==> config.mk <==
export PLATFORM = sky130hd
export DESIGN_NAME = aidc_lite_decomp_ctrl
export DESIGN_NICKNAME = d
export VERILOG_FILES = /design/src/rtl/aidc_lite_decomp_ctrl.sv
export SDC_FILE = /design/constraint.sdc
export NUM_CORES = 1
export LEC_CHECK = 0
export ABC_AREA = 1
export ABC_CLOCK_PERIOD_IN_PS = 4600
export CAP_MARGIN = 30
export CORE_AREA = 2 2 227 140
export CTS_BUF_LIST = sky130_fd_sc_hd__clkbuf_8
export CTS_CLUSTER_SIZE = 40
export DETAILED_ROUTE_END_ITERATION = 16
export DIE_AREA = 0 0 229 142
export DONT_BUFFER_PORTS = 1
export PLACE_DENSITY_LB_ADDON = 0.08
export SLEW_MARGIN = 20
export SYNTH_ARGS = -nofsm -noshare
export SYNTH_HDL_FRONTEND = slang
export SYNTH_SLANG_ARGS = --single-unit
export TNS_END_PERCENT = 100
==> constraint.sdc <==
create_clock -name clk -period 4.6 [get_ports clk]
set_input_delay 0 -clock clk [delete_from_list [all_inputs] [get_ports clk]]
set_output_delay 0 -clock clk [all_outputs]
set_load 0.005 [all_outputs]
==> src/rtl/aidc_lite_decomp_ctrl.sv <==
// ============================================================================
// Module      : aidc_lite_decomp_ctrl
// Description : Job controller for a block decompression engine; issues 64B
//               read-block requests, tracks engine output and write commits.
// Revision    : 1.0 - initial release
// ============================================================================
`default_nettype none

module aidc_lite_decomp_ctrl #(
    parameter int MAX_OUTSTANDING = 4
) (
    input  logic        clk,
    input  logic        rst_n,
    input  logic        start_i,
    input  logic [31:0] src_addr_i,
    input  logic [31:0] dst_addr_i,
    input  logic [25:0] len_i,
    output logic        done_o,
    output logic        busy_o,
    output logic        rd_valid_o,
    input  logic        rd_ready_i,
    output logic [31:0] rd_addr_o,
    input  logic        blk_out_i,
    output logic        wr_valid_o,
    input  logic        wr_ready_i,
    output logic [31:0] wr_addr_o,
    input  logic        wr_ack_i
);

    localparam logic [25:0] C_MAX_OUT = 26'(MAX_OUTSTANDING);

    typedef enum logic [1:0] {
        ST_IDLE  = 2'd0,
        ST_RUN   = 2'd1,
        ST_DRAIN = 2'd2,
        ST_DONE  = 2'd3
    } state_t;

    state_t      r_state;
    state_t      w_state_nxt;
    logic [31:0] r_src;
    logic [31:0] r_dst;
    logic [25:0] r_len;
    logic [25:0] r_rd_issued;
    logic [25:0] r_rd_outstanding;
    logic [25:0] r_wr_pend;
    logic [25:0] r_wr_issued;
    logic [25:0] r_wr_acked;

    logic w_busy;
    logic w_start;
    logic w_rd_hs;
    logic w_wr_hs;
    logic w_blk;
    logic w_ack;

    assign w_busy  = (r_state == ST_RUN) || (r_state == ST_DRAIN);
    assign w_start = start_i && !w_busy;

    assign rd_valid_o = (r_state == ST_RUN) && (r_rd_issued < r_len)
                        && (r_rd_outstanding < C_MAX_OUT);
    assign rd_addr_o  = r_src + {r_rd_issued, 6'b0};
    assign wr_valid_o = w_busy && (r_wr_pend != 26'd0);
    assign wr_addr_o  = r_dst + {r_wr_issued, 6'b0};
    assign done_o     = (r_state == ST_DONE);
    assign busy_o     = w_busy;

    assign w_rd_hs = rd_valid_o && rd_ready_i;
    assign w_wr_hs = wr_valid_o && wr_ready_i;
    // Stray engine/memory pulses are dropped so the counters never wrap.
    assign w_blk   = blk_out_i && w_busy && (r_rd_outstanding != 26'd0);
    assign w_ack   = wr_ack_i && w_busy && (r_wr_acked != r_wr_issued);

    always_comb begin
        w_state_nxt = r_state;
        case (r_state)
            ST_IDLE, ST_DONE: begin
                if (start_i) begin
                    w_state_nxt = (len_i == 26'd0) ? ST_DONE : ST_RUN;
                end
            end
            ST_RUN: begin
                if (r_rd_issued == r_len) begin
                    w_state_nxt = ST_DRAIN;
                end
            end
            ST_DRAIN: begin
                if (r_wr_acked == r_len) begin
                    w_state_nxt = ST_DONE;
                end
            end
            default: w_state_nxt = ST_IDLE;
        endcase
    end

    always_ff @(posedge clk or negedge rst_n) begin
        if (!rst_n) begin
            r_state          <= ST_IDLE;
            r_src            <= 32'd0;
            r_dst            <= 32'd0;
            r_len            <= 26'd0;
            r_rd_issued      <= 26'd0;
            r_rd_outstanding <= 26'd0;
            r_wr_pend        <= 26'd0;
            r_wr_issued      <= 26'd0;
            r_wr_acked       <= 26'd0;
        end else begin
            r_state <= w_state_nxt;
            if (w_start) begin
                r_src            <= src_addr_i;
                r_dst            <= dst_addr_i;
                r_len            <= len_i;
                r_rd_issued      <= 26'd0;
                r_rd_outstanding <= 26'd0;
                r_wr_pend        <= 26'd0;
                r_wr_issued      <= 26'd0;
                r_wr_acked       <= 26'd0;
            end else begin
                r_rd_issued <= r_rd_issued + 26'(w_rd_hs);
                r_wr_issued <= r_wr_issued + 26'(w_wr_hs);
                r_wr_acked  <= r_wr_acked + 26'(w_ack);
                case ({w_rd_hs, w_blk})
                    2'b10:   r_rd_outstanding <= r_rd_outstanding + 26'd1;
                    2'b01:   r_rd_outstanding <= r_rd_outstanding - 26'd1;
                    default: r_rd_outstanding <= r_rd_outstanding;
                endcase
                case ({w_blk, w_wr_hs})
                    2'b10:   r_wr_pend <= r_wr_pend + 26'd1;
                    2'b01:   r_wr_pend <= r_wr_pend - 26'd1;
                    default: r_wr_pend <= r_wr_pend;
                endcase
            end
        end
    end

endmodule

`default_nettype wire

# ---- Word level (Yosys, flattened, before mapping)
# Cells that the tools add are included.
dict set report totals {
  register_bits 222
  out_inout_bits 68
  word_cells 65
  in_bits 97
}
dict set report op_classes {
  reduce_logical 20
  muxes 12
  addsub 9
  n_lt_le_gt_ge 2
  eq_ne 13
}
# operator n
set op_table {}
lappend op_table {{$mux W26} 5}
lappend op_table {{$pmux W26 S2} 2}
lappend op_table {{$add A26 B1 Y26} 3}
lappend op_table {{$add A32 B32 Y32} 2}
lappend op_table {{$add A26 B1 Y26 const B} 2}
lappend op_table {{$eq A26 B26 Y1} 2}
lappend op_table {{$reduce_bool A26 Y1} 2}
lappend op_table {{$sub A26 B1 Y26 const B} 2}
lappend op_table {{$logic_not A26 Y1} 1}
lappend op_table {{$lt A26 B26 Y1} 1}
lappend op_table {{$lt A26 B3 Y1 const B} 1}
lappend op_table {{$ne A26 B26 Y1} 1}
lappend op_table {{$logic_and A1 B1 Y1} 10}
lappend op_table {{$eq A2 B2 Y1 const B} 4}
lappend op_table {{$mux W2} 4}
lappend op_table {{$eq A2 B1 Y1 const B} 3}
lappend op_table {{$pmux W2 S3} 1}
lappend op_table {{$reduce_bool A3 Y1} 2}
lappend op_table {{$ne A2 B1 Y1 const B} 2}
lappend op_table {{$reduce_and A3 Y1} 1}
lappend op_table {{$logic_not A2 Y1} 1}
lappend op_table {{$ne A2 B2 Y1 const B} 1}
lappend op_table {{$reduce_or A2 Y1} 1}
lappend op_table {{$logic_not A1 Y1} 1}
lappend op_table {{$logic_or A1 B1 Y1} 1}

# ---- Depth between registers and ports, before layout
# Gate-level depths: netlist of the first run.
dict set report depth {
  word_depth 7
  depth_mapped 27
  ltp_nobuf 27
}

# ---- Worst setup path after synthesis of the first run
# No wires, ideal clock.
dict set report synth_path {
  kind {reg-to-reg}
  startpoint {register r_rd_issued[9]}
  endpoint {register r_rd_outstanding[14]}
  synth_period_minus_slack_ps 3451
  path_stages_with_launch 22
  required_time_ps 4481
  path_slack_ps 1149
  path_buffers 0
  setup_ps 119
  arrival_ps 3332
  path_cell_list {dfrtp_1 -> ha_1 -> nand2_1 -> nor2_1 -> nand3_1 -> nand3_1 -> nand2_1 -> nand2_1 -> nand2_1 -> nand3_4 -> nand2_4 -> inv_1 -> ha_1 -> a21oi_1 -> o21ai_0 -> a21oi_1 -> inv_1 -> nand2_1 -> nand2_1 -> a21oi_1 -> xor2_1 -> o21ai_2}
}
dict set report synth_between {
  elab_chain_len 7
  word_cells_on_any_way 9
  classes_between {order compare (1); eq/ne (2); mux (2); reduce/logical (4)}
}
# item line_no
set synth_lines {}
lappend synth_lines {{start, declared} 44} ;# logic [25:0] r_rd_issued;
lappend synth_lines {{start signal, assigned} 119} ;# r_rd_issued <= r_rd_issued + 26'(w_rd_hs);
lappend synth_lines {{$lt A26 B26 Y1 (*)} 60} ;# assign rd_valid_o = (r_state == ST_RUN) && (r_rd_issued < r_len)
lappend synth_lines {{$logic_and A1 B1 Y1 (*)} 60}
lappend synth_lines {{$logic_and A1 B1 Y1 (*)} 61} ;# && (r_rd_outstanding < C_MAX_OUT);
lappend synth_lines {{$logic_and A1 B1 Y1 (*)} 68} ;# assign w_rd_hs = rd_valid_o && rd_ready_i;
lappend synth_lines {{$eq A2 B1 Y1 / $eq A2 B2 Y1 (equally long branches)} 122} ;# case ({w_rd_hs, w_blk})
lappend synth_lines {{$pmux W26 S2} 122}
lappend synth_lines {{$mux W26} 109} ;# if (w_start) begin
lappend synth_lines {{end signal, assigned} 123} ;# 2'b10: r_rd_outstanding <= r_rd_outstanding + 26'd1;
lappend synth_lines {{end signal, assigned} 124} ;# 2'b01: r_rd_outstanding <= r_rd_outstanding - 26'd1;
lappend synth_lines {{end signal, assigned} 125} ;# default: r_rd_outstanding <= r_rd_outstanding;
lappend synth_lines {{end, declared} 45} ;# logic [25:0] r_rd_outstanding;
# Mark *: on every way between the ends. The rest lies on a longest branch, timed or not.
# A chain may end at the register's enable or synchronous reset.

# ---- Worst setup path after layout of the first run
dict set report layout_path {
  startpoint {register r_rd_issued[9]}
  endpoint {register r_rd_outstanding[24]}
}
# Same word-level chain as after synthesis.

==> metrics.cfg, run 1 <==
[run_status]
run_status = finished with violations
violations = negative hold slack

[setup_path]
arrival_ps = 4600
path_delay_family = simple AND/OR/NAND/NOR gates
reg2reg_depth = 21
rrSetupSlack_ps = 460
slowest_delay_ps = 460
endpoint = r_rd_outstanding[24]$_DFFE_PN0P_
path_cells = ha_1 -> a21o_1 -> nor2_1 -> nand3_1 -> nand2_1 -> nand2_1 -> nand2_1 -> nand3_4 -> nand2_4 -> inv_1 -> buf_4 -> ha_1 -> a21oi_1 -> o21ai_0 -> a21oi_1 -> o21ai_1 -> nand4_1 -> nand3_1 -> nand2_1 -> nand3_1 -> nand2_1
crit_cells = 21
reg2reg_from = r_rd_issued[9]$_DFF_PN0_
crit_start = r_rd_issued[9]$_DFF_PN0_
critical_path_class = flip-flop to flip-flop
cp-start-kind = flip-flop
path_buf_inv = 2
crit_slowest_cell = dfrtp_1
crit_top_cell = nand2_1
cp.required_ps = 5060
path_max_fanout = 15
rr_endpoint = r_rd_outstanding[24]$_DFFE_PN0P_
cp-end-kind = flip-flop

[drt]
routed_wl_mm = 51.6
via_per_inst = 5.57
wl_per_cell_um = 18.3
via_count = 15700
drt_iter0_drc = 1627
ant_nets = 0
drc = 0
dr.pass1.iters = 6

[sta]
fin_crit_sh = 0.901
relSlewSlack = 0.334
maxSlewViolCount = 0
tightest_slew_ps = 990
setup_viol = 0
fin_crit_ps = 4140
fin_worst_skew_ps = 30.5
whs_ps = -877
tns_ps = 0
hold_viol = 222
max_clock_freq_ghz = 0.241
rsz0062_at_grt = no

[clock_network]
cts_made_buffers = 39
cts.path.max_buffers = 3
clkSinkCount = 222
cts_root_buffer = clkbuf_8
clock_latency_ps = 580
ctsHoldBuffers = 112
cts_tree = done
post_cts_buffers = 0
htree_levels = 2
cts.clk_slew.worst_paths_ps = 70

[power_and_ir_drop]
power.leakage_nw = 9.47
total_power_mw = 10.8
power.density_nw_per_um2 = 576
vdd_ir_drop_max_mv = 0.414

[logic_synthesis]
synthAdderAreaFrac = 0.106
ys_types = 55
synth.area.mux_share = 0
synth-seq-cells = 222
yosysWarnings = 0
synth_seq_area_share = 0.336
synth-compound-area-share = 0.131
synth_top_cells_by_count = nand2_1 (633), inv_1 (229), dfrtp_1 (222)
synth_largest_area_cell = dfrtp_1
synthesis.area_um2 = 16500
syn_inst = 2267
synthTopCellsByArea = dfrtp_1 (34%), nand2_1 (14%), ha_1 (10%)
syn_avg_cell_area_um2 = 7.29
synth_top_family_by_area = simple AND/OR/NAND/NOR gates
synth_ff_type = dfrtp_1
synth.most_common_cell = nand2_1
synthSimpleGateAreaFrac = 0.300
synth_edf_count = 0
synth_xor_xnor_area_share = 0.0546
synthArstFlopShare = 1.00
syn_nets = 2502
yosys.area.top_type_share = 0.336

[place]
dp_cells = 2640
placed_area_um2 = 16800
globalplace.congestion = 0.972
io_buffers = 0
hpwlAfterDp_mm = 39.0

[global_route]
antenna_found_initial = 2
first_global_vias = 14800
grt_max_degree = 223
grt_pass1_wl_mm = 82.2
gr-total-overflow = 0
grt_usage = 0.320

[cells_and_area]
drive_above_1_share = 0.0648
fin_area_um2 = 18700
nFillCells = 2813
stdcell_count = 2824
fin_nets = 2612
syn_to_final_growth_pct = 13.2

[floorplan]
io_pins = 165
initial_utilization = 0.541
die_x_um = 229
core.rowCount = 50
core_um2 = 30500
fp.dieH_um = 142
floorplan.die_area_um2 = 32500

[run]
maxCapViolCount = 0

[hold_path]
hold_class = input pin to asynchronous set/reset pin

-- layout make-up --
cell class / instances / area, µm² / share of cell area
multi-input cells: 1758 / 9790 / 0.523
flip-flops and latches: 222 / 5560 / 0.297
repair buffers: 119 / 1170 / 0.0627
inverters: 237 / 896 / 0.0479
clock buffers: 49 / 674 / 0.0361
well taps: 416 / 520 / 0.0278
clock inverters: 21 / 91.3 / 0.00488
diodes: 2 / 5.00 / 0.000268
-- how the worst min path moves through the flow --
stage | startpoint | end | slack [ps]
5_1_grt | rst_n | r_rd_issued[2]$_DFF_PN0_ | -910
4_1_cts | rst_n | r_rd_issued[2]$_DFF_PN0_ | -910
3_3_place_gp | rst_n | r_src[1]$_DFFE_PN0P_ | -290
3_5_place_dp | rst_n | r_src[1]$_DFFE_PN0P_ | -290
2_1_floorplan | rst_n | r_dst[0]$_DFFE_PN0P_ | -300
6_report | rst_n | r_src[14]$_DFFE_PN0P_ | -880
-- power breakdown --
group	switching, mW	internal [mW]
combinational	3.88	2.02
clock	0.886	0.960
sequential	0.475	2.55
-- cells in the final DEF, fill, tap and decap left out, types with 21 or more instances in the layout --
cell type,Yosys,final
nand2_1,633,633
inv_1,229,244
dfrtp_1,222,222
nor2_1,201,201
a21oi_1,176,176
ha_1,134,134
o21ai_0,120,119
dlygate4sd3_1,0,112
nand3_1,88,88
nor3_1,56,56
nand4_1,55,55
xor2_1,53,53
xnor2_1,50,50
clkbuf_8,0,49
nand2_2,25,24
nor4_1,21,21
-- metrics by stage --
stage | worst slack [ps] | util
6_report | 457 | 0.613
3_3_place_gp | 401 | 0.551
4_1_cts | 357 | 0.613
2_1_floorplan | 1150 | -
3_5_place_dp | 416 | 0.551
5_1_grt | 94.0 | 0.613
-- kinds of logic after synthesis --
group / after synthesis
flops: 222
buf+inv: 287
fa+ha+maj: 138
xor+xnor: 103
simple gates: 1130
compound gates: 387
-- routing by layer --
layer	part of all wire	global-route usage
met2	0.38	0.435
met1	0.51	0.505
met3	0.090	0.0765
met4	0.017	0.0707
met5	0	0
-- flip-flops by register name (all words and copies together), names as in the netlist --
signal            cells
r_dst                32
r_len                26
r_rd_issued          26
r_rd_outstanding     26
r_src                32
r_state               2
r_wr_acked           26
r_wr_issued          26
r_wr_pend            26
-- timing repair --
| item | 4_1_cts | 5_1_grt |
|---|---|---|
| gates resized for setup | 0 | 1 |
| endpoints found under the hold margin | 352 | 222 |
| endpoints found under the setup margin | 0 | 1 |
No activity file was read; power rests on OpenSTA's default activity.
==> run 2, diff against run 1 <==
Settings changed: CORE_AREA 2 2 227 140 to 3 3 228 141, DIE_AREA 0 0 229 142 to 0 0 231 144.
==> run 2 against run 1 <==
The run still ends with negative hold slack left; register-to-register slack worse by 50 ps; final area up 0.30%; worst hold slack worse by 6.1 ps; sequential share of layout area down 0.089 points; sequential cell count unchanged; via count up 2.0%; final cell count down 0.35%; non-clock buffer count up 3; critical path type unchanged.
==> metrics.cfg, run 2 (same netlist as run 1, synthesis figures left out) <==
[drt]
via_per_inst = 5.70
routed_wl_mm = 51.9
wl_per_cell_um = 18.4
ant_nets = 0
drc = 0
via_count = 16000
drt_iter0_drc = 1613
dr.pass1.iters = 6

[clock_network]
cts.clk_slew.worst_paths_ps = 70
cts_tree = done
htree_levels = 2
post_cts_buffers = 0
ctsHoldBuffers = 113
clock_latency_ps = 590
clkSinkCount = 222
cts_root_buffer = clkbuf_8
cts.path.max_buffers = 3
cts_made_buffers = 39

[sta]
maxSlewViolCount = 0
whs_ps = -883
fin_crit_sh = 0.912
relSlewSlack = 0.310
tightest_slew_ps = 1030
max_clock_freq_ghz = 0.238
setup_viol = 0
tns_ps = 0
fin_crit_ps = 4190
fin_worst_skew_ps = 36.3
rsz0062_at_grt = no
worst_slack_ps = 405
hold_viol = 222

[setup_path]
cp-end-kind = flip-flop
path_cells = ha_1 -> a21o_1 -> nor2_1 -> nand3_1 -> nand2_1 -> nand2_1 -> nand2_1 -> nand3_4 -> nand2_4 -> inv_1 -> buf_4 -> ha_1 -> nand2_1 -> o21ai_0 -> a21oi_2 -> o21ai_1 -> nand4_1 -> nand3_1 -> nand2_1 -> nand3_1 -> nand2_1
reg2reg_from = r_rd_issued[9]$_DFF_PN0_
crit_top_cell = nand2_1
rrSetupSlack_ps = 410
slowest_delay_ps = 580
path_max_fanout = 20
cp.required_ps = 5060
arrival_ps = 4650
crit_slowest_cell = o21ai_0
reg2reg_depth = 21
cp-start-kind = flip-flop
rr_endpoint = r_rd_outstanding[24]$_DFFE_PN0P_
crit_start = r_rd_issued[9]$_DFF_PN0_
critical_path_class = flip-flop to flip-flop

[place]
hpwlAfterDp_mm = 39.1
io_buffers = 0
place_ws_ps = 294
dp_cells = 2634
globalplace.congestion = 0.950

[cells_and_area]
final_cell_mix = nand2_1 (633), inv_1 (239), dfrtp_1 (222)
nFillCells = 2730
syn_to_final_growth_pct = 13.5
stdcell_count = 2814
drive_above_1_share = 0.0669
fin_nets = 2615
antennaDiodeCount = 0
largest_registers = r_dst (32), r_src (32)
final_common_cell = nand2_1

[global_route]
grt_pass1_wl_mm = 82.1
antenna_found_initial = 0
first_global_vias = 14800
grt_max_degree = 223
gr-total-overflow = 0
grt_usage = 0.312

[power_and_ir_drop]
power.leakage_nw = 9.50
power.density_nw_per_um2 = 581
total_power_mw = 10.9
vdd_ir_drop_max_mv = 0.381

[floorplan]
core.rowCount = 49
initial_utilization = 0.552
fp.dieH_um = 144
die_x_um = 231
floorplan.die_area_um2 = 33300
io_pins = 165
core_um2 = 29900

[hold_path]
hold_class = input pin to asynchronous set/reset pin

[run_status]
run_status = finished with violations
violations = negative hold slack

[run]
maxCapViolCount = 0

[run 2: per-layer routing]
layer | GRT usage | up-vias | routed length [µm]
met3 | 0.0776 | 58 | 5410
met4 | 0.0632 | 0 | 818
met5 | 0 | - | 0
met2 | 0.415 | 694 | 19600
li1 | - | 7760 | -
met1 | 0.502 | 7522 | 26000
[run 2: critical path, delay by kind of cell, from the launching register on]
| family | cells | cell delay, ps |
|---|---|---|
| AO/OA/AOI/OAI | 4 | 1260 |
| AND/OR/NAND/NOR | 13 | 1350 |
| buffers and inverters | 2 | 280 |
| flip-flops | 1 | 460 |
| adder cells (fa/ha/maj) | 2 | 710 |
[run 2: how the worst max path moves through the flow]
stage / to / slack (ps) / cells after the start
after CTS: r_rd_outstanding[24]$_DFFE_PN0P_ / 250 / 21
final: r_rd_outstanding[24]$_DFFE_PN0P_ / 410 / 21
after floorplan: r_rd_outstanding[14]$_DFFE_PN0P_ / 1150 / 21
after detailed placement: r_rd_outstanding[24]$_DFFE_PN0P_ / 290 / 21
after global routing: r_rd_outstanding[24]$_DFFE_PN0P_ / 40 / 21
after global placement: r_rd_outstanding[24]$_DFFE_PN0P_ / 370 / 21
[run 2: area by class of cell]
cell class	count	area (µm²)	area share
clock buffer	50	688	0.0367
clock inverter	17	110	0.00587
inverter	237	896	0.0477
multi-input combinational	1758	9790	0.522
sequential	222	5560	0.296
tap	408	510	0.0272
timing repair buffer	122	1210	0.0644
[run 2: repair_timing]
action,in CTS,in global routing
resized for setup,0,2
hold endpoints to repair,355,222
setup endpoints to repair,0,4
[run 2: power breakdown]
group | total (mW) | leakage [nW] | internal, mW | switching (mW)
sequential | 3.02 | 2.91 | 2.55 | 0.478
combinational | 5.95 | 6.13 | 2.05 | 3.89
clock | 1.93 | 0.455 | 1.04 | 0.892
total | 10.9 | 9.50 | 5.64 | 5.26
[run 2: per-stage QoR]
stage                     instance area, µm²  utilization
after floorplan                        16500            -
after global placement                 16800        0.562
after detailed placement               16800        0.563
after CTS                              18800        0.627
after global routing                   18800        0.627
final                                  18800        0.627
